--- src/rtl/rvfi_retire_serializer.sv ---
// rvfi_retire_serializer
// Merges up to NRET RVFI retire channels per cycle into one in-order stream
// through a circular FIFO with a valid/ready output and rollback truncation.
// Optional feature macro: RISCV_FORMAL_SERIALIZER_ORDERCHK_EN adds the sticky
// order_err output that flags non-consecutive order numbers at the output.
module rvfi_retire_serializer #(
    parameter int unsigned NRET  = 1,
    parameter int unsigned ILEN  = 32,
    parameter int unsigned DEPTH = 8
) (
    input  logic                     clock,
    input  logic                     resetn,
    input  logic [NRET-1:0]          in_valid,
    input  logic [NRET*ILEN-1:0]     in_insn,
    input  logic [NRET*64-1:0]       in_order,
    input  logic [NRET-1:0]          in_trap,
    input  logic [NRET-1:0]          in_intr,
    input  logic                     rollback_valid,
    input  logic [63:0]              rollback_order,
    output logic                     out_valid,
    input  logic                     out_ready,
    output logic [ILEN-1:0]          out_insn,
    output logic [63:0]              out_order,
    output logic                     out_trap,
    output logic                     out_intr,
    output logic [$clog2(DEPTH):0]   count,
    output logic                     overflow
`ifdef RISCV_FORMAL_SERIALIZER_ORDERCHK_EN
    ,
    output logic                     order_err
`endif
);

    localparam int unsigned PW  = $clog2(DEPTH);
    localparam int unsigned CW  = PW + 1;
    localparam int unsigned CHW = (NRET > 1) ? $clog2(NRET) : 1;

    // FIFO storage (not reset)
    logic [ILEN-1:0] mem_insn  [DEPTH];
    logic [63:0]     mem_order [DEPTH];
    logic            mem_trap  [DEPTH];
    logic            mem_intr  [DEPTH];

    logic [PW-1:0]   rptr_q, rptr_d;
    logic [PW-1:0]   wptr_q, wptr_d;
    logic [CW-1:0]   count_q, count_d;
    logic            overflow_q, overflow_d;

    logic            head_flush;
    logic            pop;
    logic [CW-1:0]   keep;
    logic [PW-1:0]   idx;
    logic [CW-1:0]   kept;
    logic [CW-1:0]   base_cnt;
    logic [CW-1:0]   free;
    logic [CW-1:0]   nwr;
    logic [PW-1:0]   wbase;
    logic [PW-1:0]   slot;
    logic [DEPTH-1:0] wen;
    logic [CHW-1:0]  wsel [DEPTH];

    // Head entry drives the output; a rollback covering the head hides it
    always_comb begin
        out_insn   = mem_insn[rptr_q];
        out_order  = mem_order[rptr_q];
        out_trap   = mem_trap[rptr_q];
        out_intr   = mem_intr[rptr_q];
        head_flush = rollback_valid && (mem_order[rptr_q] >= rollback_order);
        out_valid  = (count_q != '0) && !head_flush;
        pop        = out_valid && out_ready;
    end

    // Count the buffered prefix whose order lies below the rollback order
    always_comb begin
        keep = '0;
        idx  = '0;
        for (int unsigned i = 0; i < DEPTH; i++) begin
            idx = rptr_q + PW'(i);
            if ((CW'(i) < count_q) && (mem_order[idx] < rollback_order)) begin
                keep = keep + CW'(1);
            end
        end
    end

    // Truncate, dequeue, then compact and enqueue valid channels into free slots
    always_comb begin
        kept       = rollback_valid ? keep : count_q;
        base_cnt   = kept - CW'(pop);
        // Truncation rebuilds wptr from rptr; kept == DEPTH wraps back to rptr
        wbase      = rollback_valid ? (rptr_q + keep[PW-1:0]) : wptr_q;
        free       = CW'(DEPTH) - base_cnt;
        nwr        = '0;
        slot       = '0;
        wen        = '0;
        overflow_d = overflow_q;
        for (int unsigned s = 0; s < DEPTH; s++) begin
            wsel[s] = '0;
        end
        for (int unsigned c = 0; c < NRET; c++) begin
            if (in_valid[c] &&
                !(rollback_valid && (in_order[c*64 +: 64] >= rollback_order))) begin
                if (nwr < free) begin
                    slot       = wbase + nwr[PW-1:0];
                    wen[slot]  = 1'b1;
                    wsel[slot] = CHW'(c);
                    nwr        = nwr + CW'(1);
                end else begin
                    overflow_d = 1'b1;
                end
            end
        end
        count_d = base_cnt + nwr;
        wptr_d  = wbase + nwr[PW-1:0];
        rptr_d  = rptr_q + PW'(pop);
    end

    // Control state register
    always_ff @(posedge clock or negedge resetn) begin
        if (!resetn) begin
            rptr_q     <= '0;
            wptr_q     <= '0;
            count_q    <= '0;
            overflow_q <= 1'b0;
        end else begin
            rptr_q     <= rptr_d;
            wptr_q     <= wptr_d;
            count_q    <= count_d;
            overflow_q <= overflow_d;
        end
    end

    // FIFO storage write from the selected channel
    always_ff @(posedge clock) begin
        for (int unsigned s = 0; s < DEPTH; s++) begin
            if (wen[s]) begin
                mem_insn[s]  <= in_insn[wsel[s]*ILEN +: ILEN];
                mem_order[s] <= in_order[wsel[s]*64 +: 64];
                mem_trap[s]  <= in_trap[wsel[s]];
                mem_intr[s]  <= in_intr[wsel[s]];
            end
        end
    end

    assign count    = count_q;
    assign overflow = overflow_q;

`ifdef RISCV_FORMAL_SERIALIZER_ORDERCHK_EN
    logic [63:0] last_order_q, last_order_d;
    logic        seen_q, seen_d;
    logic        order_err_q, order_err_d;

    // Each pop after the first must carry last_order + 1; rollback rebases it
    always_comb begin
        last_order_d = last_order_q;
        seen_d       = seen_q;
        order_err_d  = order_err_q;
        if (pop) begin
            if (seen_q && (out_order != last_order_q + 64'd1)) begin
                order_err_d = 1'b1;
            end
            last_order_d = out_order;
            seen_d       = 1'b1;
        end
        if (rollback_valid) begin
            last_order_d = rollback_order - 64'd1;
            seen_d       = 1'b1;
        end
    end

    // Order checker state register
    always_ff @(posedge clock or negedge resetn) begin
        if (!resetn) begin
            last_order_q <= '0;
            seen_q       <= 1'b0;
            order_err_q  <= 1'b0;
        end else begin
            last_order_q <= last_order_d;
            seen_q       <= seen_d;
            order_err_q  <= order_err_d;
        end
    end

    assign order_err = order_err_q;
`endif

endmodule

--- config.mk ---
export PLATFORM = sky130hd
export DESIGN_NAME = rvfi_retire_serializer
export DESIGN_NICKNAME = d
export VERILOG_FILES = /design/src/rtl/rvfi_retire_serializer.sv
export SDC_FILE = /design/constraint.sdc
export NUM_CORES = 2
export LEC_CHECK = 0
export BUFFER_PORTS_ARGS = -buffer_cell sky130_fd_sc_hd__buf_2
export CAP_MARGIN = 15
export CORE_MARGIN = 2
export CORE_UTILIZATION = 55
export DETAILED_ROUTE_END_ITERATION = 10
export MAX_ROUTING_LAYER = met4
export PLACE_DENSITY_LB_ADDON = 0.08
export SYNTH_ARGS = -nofsm -noshare
export SYNTH_HDL_FRONTEND = slang
export SYNTH_SLANG_ARGS = --single-unit
--- constraint.sdc ---
create_clock -name clock -period 34.7 [get_ports clock]
set_input_delay 3.47 -clock clock [delete_from_list [all_inputs] [get_ports clock]]
set_output_delay 3.47 -clock clock [all_outputs]
set_load 0.05 [all_outputs]
## After elaboration in Yosys (flattened, before gate mapping)

Memory sizes are Yosys's and may differ from the RTL's.
Cells that the tools add are included.

| storage, ports and cells | value |
|---|---|
| register bits | 11 |
| bits in writable memories | 784 |
| logic and storage cells | 212 |
| input bits | 167 |
| memories kept | 4 |

| cells by class | value |
|---|---|
| magnitude comparators | 21 |
| bitwise logic cells | 1 |
| add/subtract/negate cells | 20 |
| reduce and logical (&&, ||, !) cells | 46 |
| multiplexer cells | 116 |

Memories:

| name | words | width | rd ports | clocked after Yosys merged registers in | write ports | RTL line | text |
|---|---|---|---|---|---|---|---|
| mem_order | 8 | 64 | 8 | 0 | 1 | 40 | `logic [63:0] mem_order [DEPTH];` |
| mem_insn | 8 | 32 | 1 | 0 | 1 | 39 | `logic [ILEN-1:0] mem_insn [DEPTH];` |
| mem_intr | 8 | 1 | 1 | 0 | 1 | 42 | `logic mem_intr [DEPTH];` |
| mem_trap | 8 | 1 | 1 | 0 | 1 | 41 | `logic mem_trap [DEPTH];` |

Operators with widths:

| operator | count |
|---|---|
| < comparator 64 bit | 8 |
| 2-to-1 mux 64 bit | 7 |
| OR reduction 64 bit | 7 |
| 2-to-1 mux 32 bit | 7 |
| OR reduction 32 bit | 7 |
| greater-or-equal comparator 64 bit | 2 |
| 2-to-1 mux 3 bit | 29 |
| 2-to-1 mux 1 bit | 62 |
| 2-to-1 mux 4 bit | 8 |
| adder 4 x 1 -> 4 bit, second input constant | 7 |
| < comparator 3 x 4 -> 1 bit, first input constant | 4 |
| 2-to-1 mux 8 bit | 2 |
| logical AND 1 bit | 14 |
| OR reduction 1 bit | 14 |
| adder 3 bit, second input constant | 4 |
| < comparator 1 x 4 -> 1 bit, first input constant | 3 |
| < comparator 2 x 4 -> 1 bit, first input constant | 2 |
| adder 3 x 2 -> 3 bit, second input constant | 2 |
| adder 3 bit | 2 |
| adder 4 bit | 1 |
| < comparator 3 x 4 -> 1 bit, second input constant | 1 |
| nonzero test 4 bit | 1 |
| subtractor 4 x 1 -> 4 bit | 1 |
| subtractor 4 bit, first input constant | 1 |
| other kinds (7) | 8 |

## Depth between registers and ports, before layout

An unclocked memory read counts as a cell.

| depth | value |
|---|---|
| word-level depth | 36 |
| gate-level depth with buffers | 50 |
| gate-level depth less buffers | 42 |

## Worst setup path before layout

No wires, ideal clock.

| path | value |
|---|---|
| path type | register -> register |
| start | reg rptr_q[1] |
| end | mem mem_insn[0][0], enable pin |
| arrival | 17.099 ns |
| path slack | 16.904 ns |
| required time | 34.004 ns |
| buffers on the path | 8 |
| stages on the path, launching flop included | 45 |
| path through | dfrtp_1 buf_2 clkbuf_1 clkbuf_1 inv_1 clkbuf_1 ha_1 clkbuf_1 clkbuf_1 clkbuf_1 buf_1 mux4_2 mux2_2 ha_1 a21oi_1 nor2b_1 o21ai_0 nand2b_1 [9 not listed] ha_1 xnor2_4 inv_1 ha_1 xor2_1 a221oi_1 inv_1 ha_1 xor2_1 a22o_1 a21oi_1 ha_1 mux2i_1 fa_1 xnor2_1 xnor2_1 mux2i_1 nor3b_1 |

| between the ends | value |
|---|---|
| elaborated cells on any way between the ends | 94 |

RTL lines:

| what | RTL line | text |
|---|---|---|
| start: declaration | 44 | `logic [PW-1:0] rptr_q, rptr_d;` |
| start signal: assignment | 125 | `rptr_q <= rptr_d;` |
| parallel branches: the longest is 24 deep, another holds memory read (8 x 64 bit) | -- |  |
| 2-to-1 mux 8 bit * | 102 | `if (nwr < free) begin` |
| 2-to-1 mux 8 bit * | 100 | `if (in_valid[c] &&` |
| via wen[0] | 59 | `logic [DEPTH-1:0] wen;` |
| 2-to-1 mux 1 bit * | 135 | `if (wen[s]) begin` |
| 2-to-1 mux 1 bit (implied by the code) * | 136 | `mem_insn[s] <= in_insn[wsel[s]*ILEN +: ILEN];` |
| 2-to-1 mux 1 bit (no line) * (7 in series) | -- |  |
| end: declaration | 39 |  |

Mark *: on every way through the listed nets, which the timed path passes.

## Final worst setup path

| path | value |
|---|---|
| start | reg rptr_q[0] |
| end | mem mem_insn[3][16], enable pin |

| between the ends | value |
|---|---|
| elaborated cells on any way between the ends | 94 |

RTL lines:

| what | RTL line |
|---|---|
| parallel branches: the longest is 24 deep, another holds memory read (8 x 64 bit) | -- |
| 2-to-1 mux 8 bit * | 102 |
| 2-to-1 mux 8 bit * | 100 |
| via wen[3] | 59 |
| 2-to-1 mux 1 bit * | 135 |
| 2-to-1 mux 1 bit (implied by the code) * | 136 |
| OR reduction 32 bit (no line) | -- |
| 2-to-1 mux 3 bit (no line) / 2-to-1 mux 1 bit (equally long branches) (5 in series) | -- |

Marks and branches as above.

==> impl_metrics.json <==
{
  "grt_use_total": 0.3268,
  "status": "finished clean",
  "cts_resized": 0,
  "synth_seq_cells": 795,
  "std_cell_rows": 118,
  "syn_area_um2": 57790,
  "drc": 0,
  "fin_crit_sh": 0.4004,
  "critPathKind": "flop to flop",
  "start_kind": "flop",
  "seq_area_frac_synth": 0.4121,
  "antenna_found_initial": 15,
  "synth_cells": 4377,
  "cts_max_level": 3,
  "setup_slack_ns": 20.81,
  "clock_path_buffers": 3,
  "initial_core_util": 0.5560,
  "ys.flop_type": "edfxtp_1",
  "synth_compound_area_frac": 0.05603,
  "fin_util": 0.6110,
  "routed_wirelength_mm": 170.2,
  "drv_slew": 0,
  "final_net_count": 5328,
  "cts_root_buf": "clkbuf_16",
  "grt_pass1_wl_mm": 253.1,
  "hold_violations": 0,
  "area_growth_pct": 9.892,
  "cpMaxStageDelayCell": "nor4_1",
  "cpPeakStageDelay_ns": 1.08,
  "cts_setup_buffers": 0,
  "relSlewSlack": 0.1817,
  "async_reset_ff_frac": 0.01384,
  "ioPinCount": 271,
  "max_freq_ghz": 0.07197,
  "fin_skew_ns": 0.06755,
  "cts_tree": "built",
  "wl_per_cell_um": 28.21,
  "antenna_left": 0,
  "finalCriticalPeriod_ns": 13.89,
  "dp_hpwl_mm": 120.1,
  "gp_congestion": 0.9367,
  "cts.clk_slew.worst_paths_ns": 0.06,
  "drive_gt1_frac": 0.2894,
  "die-area_um2": 107700,
  "postCtsHoldBufs": 0,
  "cts_sinks": 795,
  "fin_hold_ws_ns": 0.6460,
  "port-buffer-count": 270,
  "max_slew.worst_pin.slew_ns": 1.216,
  "synth_top_family_by_area": "multiplexers",
  "finalSetupViolations": 0,
  "critPathRequiredTime_ns": 35.01,
  "clock_latency_ns": 0.72,
  "worst_setup_path_end_kind": "flop",
  "grt-ovfl-total": 0,
  "rsz0062_at_grt": "no",
  "cap_violations": 0,
  "arrival_ns": 14.20,
  "finalSetupTns_ns": 0,
  "synth-simple-area-share": 0.09599,
  "grt_max_degree": 110,
  "synth_xor_area_frac": 0.005672,
  "numCtsBuffers": 87,
  "synthesis.nets": 5134,
  "drt_iter0_drc": 4370,
  "synth_warnings": 0,
  "vias": 40484,
  "synth_edf_count": 784,
  "hold_path.class": "flop to flop",
  "synthAdderAreaFrac": 0.1279,
  "viasPerCell": 6.710,
  "drt_pass1_iterations": 8,
  "synthMuxAreaShare": 0.2808,
  "grt_pass1_vias": 38288,
  "avgSynthCellArea_um2": 13.20,
  "crit_top_cell": "ha_1",
  "place_ws_ns": 20.73,
  "fp.dieH_um": 328.2,
  "die_x_um": 328.2,
  "core_area_um2": 103900,
  "yosys.cell_types.count": 78,
  "critPathMaxFanout": 109
}
==> through the flow <==
stage / std cells / area [um2]
2_1_floorplan: 4377 / 57790
3_3_place_gp: 5861 / 60630
3_5_place_dp: 5861 / 60640
4_1_cts: 6019 / 63460
5_1_grt: 6032 / 63510
6_report: 6033 / 63510
==> cell usage after synthesis, drive strengths merged, types with 9 or more instances <==
master / instances / share of area
o211ai: 15 / 0.0019
xnor2: 14 / 0.0027
edfxtp: 784 / 0.41
nor4: 16 / 0.0018
nand2: 900 / 0.058
a2111oi: 13 / 0.0022
mux2i: 9 / 0.0018
a211oi: 21 / 0.0027
nand2b: 30 / 0.0032
o21ai: 92 / 0.0080
nor3: 26 / 0.0023
buf: 102 / 0.0073
nand4: 102 / 0.011
ha: 589 / 0.13
inv: 92 / 0.0060
nor2b: 36 / 0.0039
and3: 10 / 0.0011
nor2: 73 / 0.0047
a21o: 110 / 0.014
a221oi: 13 / 0.0020
xor2: 14 / 0.0021
mux4: 582 / 0.23
mux2: 268 / 0.052
a21oi: 164 / 0.014
dfrtp: 11 / 0.0048
nand3: 51 / 0.0044
clkbuf: 127 / 0.0082
==> state kept, by name, summed over array words and instances (netlist names) <==
name       count
mem_trap       8
wptr_q         3
overflow       1
rptr_q         3
mem_order    512
mem_intr       8
count          4
mem_insn     256
==> cells by family after synthesis <==
logic type | count (synthesis)
DFF | 795
muxes | 859
and+or+nand+nor | 1281
adders and majority gates | 590
xor gates and xnor gates | 30
buffers and inverters | 321
AOI/OAI and AO/OA | 501
==> worst max-delay path, delay by kind of cell, from the launching register on <==
kind	cells	cell delay, ns
fa+ha+maj	6	1.92
mux	4	1.88
xor+xnor	5	0.87
simple gates	3	1.64
buf+inv	8	3.85
flops	1	0.85
compound gates	7	2.32
==> routing by layer <==
metal,GRT usage,vias up,wire length [um]
li1,-,17838,-
met1,0.4562,20605,71350
met2,0.5015,1811,79490
met3,0.05924,230,14910
met4,0.07872,0,4414
met5,-,-,0
==> cell usage in the layout (no fill, tap or decap), types with 16 or more instances in the layout <==
master,Yosys,final
a211oi_1,21,21
a21o_1,110,110
a21oi_1,163,163
buf_2,4,270
buf_4,1,60
clkbuf_1,127,16
clkbuf_16,0,88
clkinv_1,0,17
clkinv_2,0,16
edfxtp_1,784,784
ha_1,589,588
inv_1,92,92
mux2_2,268,268
mux4_2,582,582
nand2_1,900,900
nand2b_1,30,30
nand3_1,51,51
nand4_1,102,102
nor2_1,73,73
nor2b_1,36,36
nor3_1,26,22
o21ai_0,90,90
==> path summary, 6_finish.rpt <==
path                            slack (ns)               to  cells after the start       from
worst min register to register        0.65         overflow                      1   overflow
max in group asynchronous            31.72        rptr_q[2]                      1     resetn
worst max-delay path                 20.81  mem_insn[3][16]                     33  rptr_q[0]
worst max register to register       20.81  mem_insn[3][16]                     33  rptr_q[0]
min in group asynchronous             2.67        wptr_q[2]                      1     resetn
worst min-delay path                  0.65         overflow                      1   overflow
==> layout make-up <==
cell class                      count  area (um2)
Fill cell                        8044       40430
Multi-Input combinational cell   3261       32870
Sequential cell                   795       23830
Clock buffer                      104        2262
Timing Repair Buffer              334        1874
Tap cell                         1380        1727
Clock inverter                     54       566.8
Inverter                           92       345.3
Antenna cell                       13       32.53
Power is not shown: default switching activity piles up to over one toggle a cycle in this logic, so the estimate is an artifact.
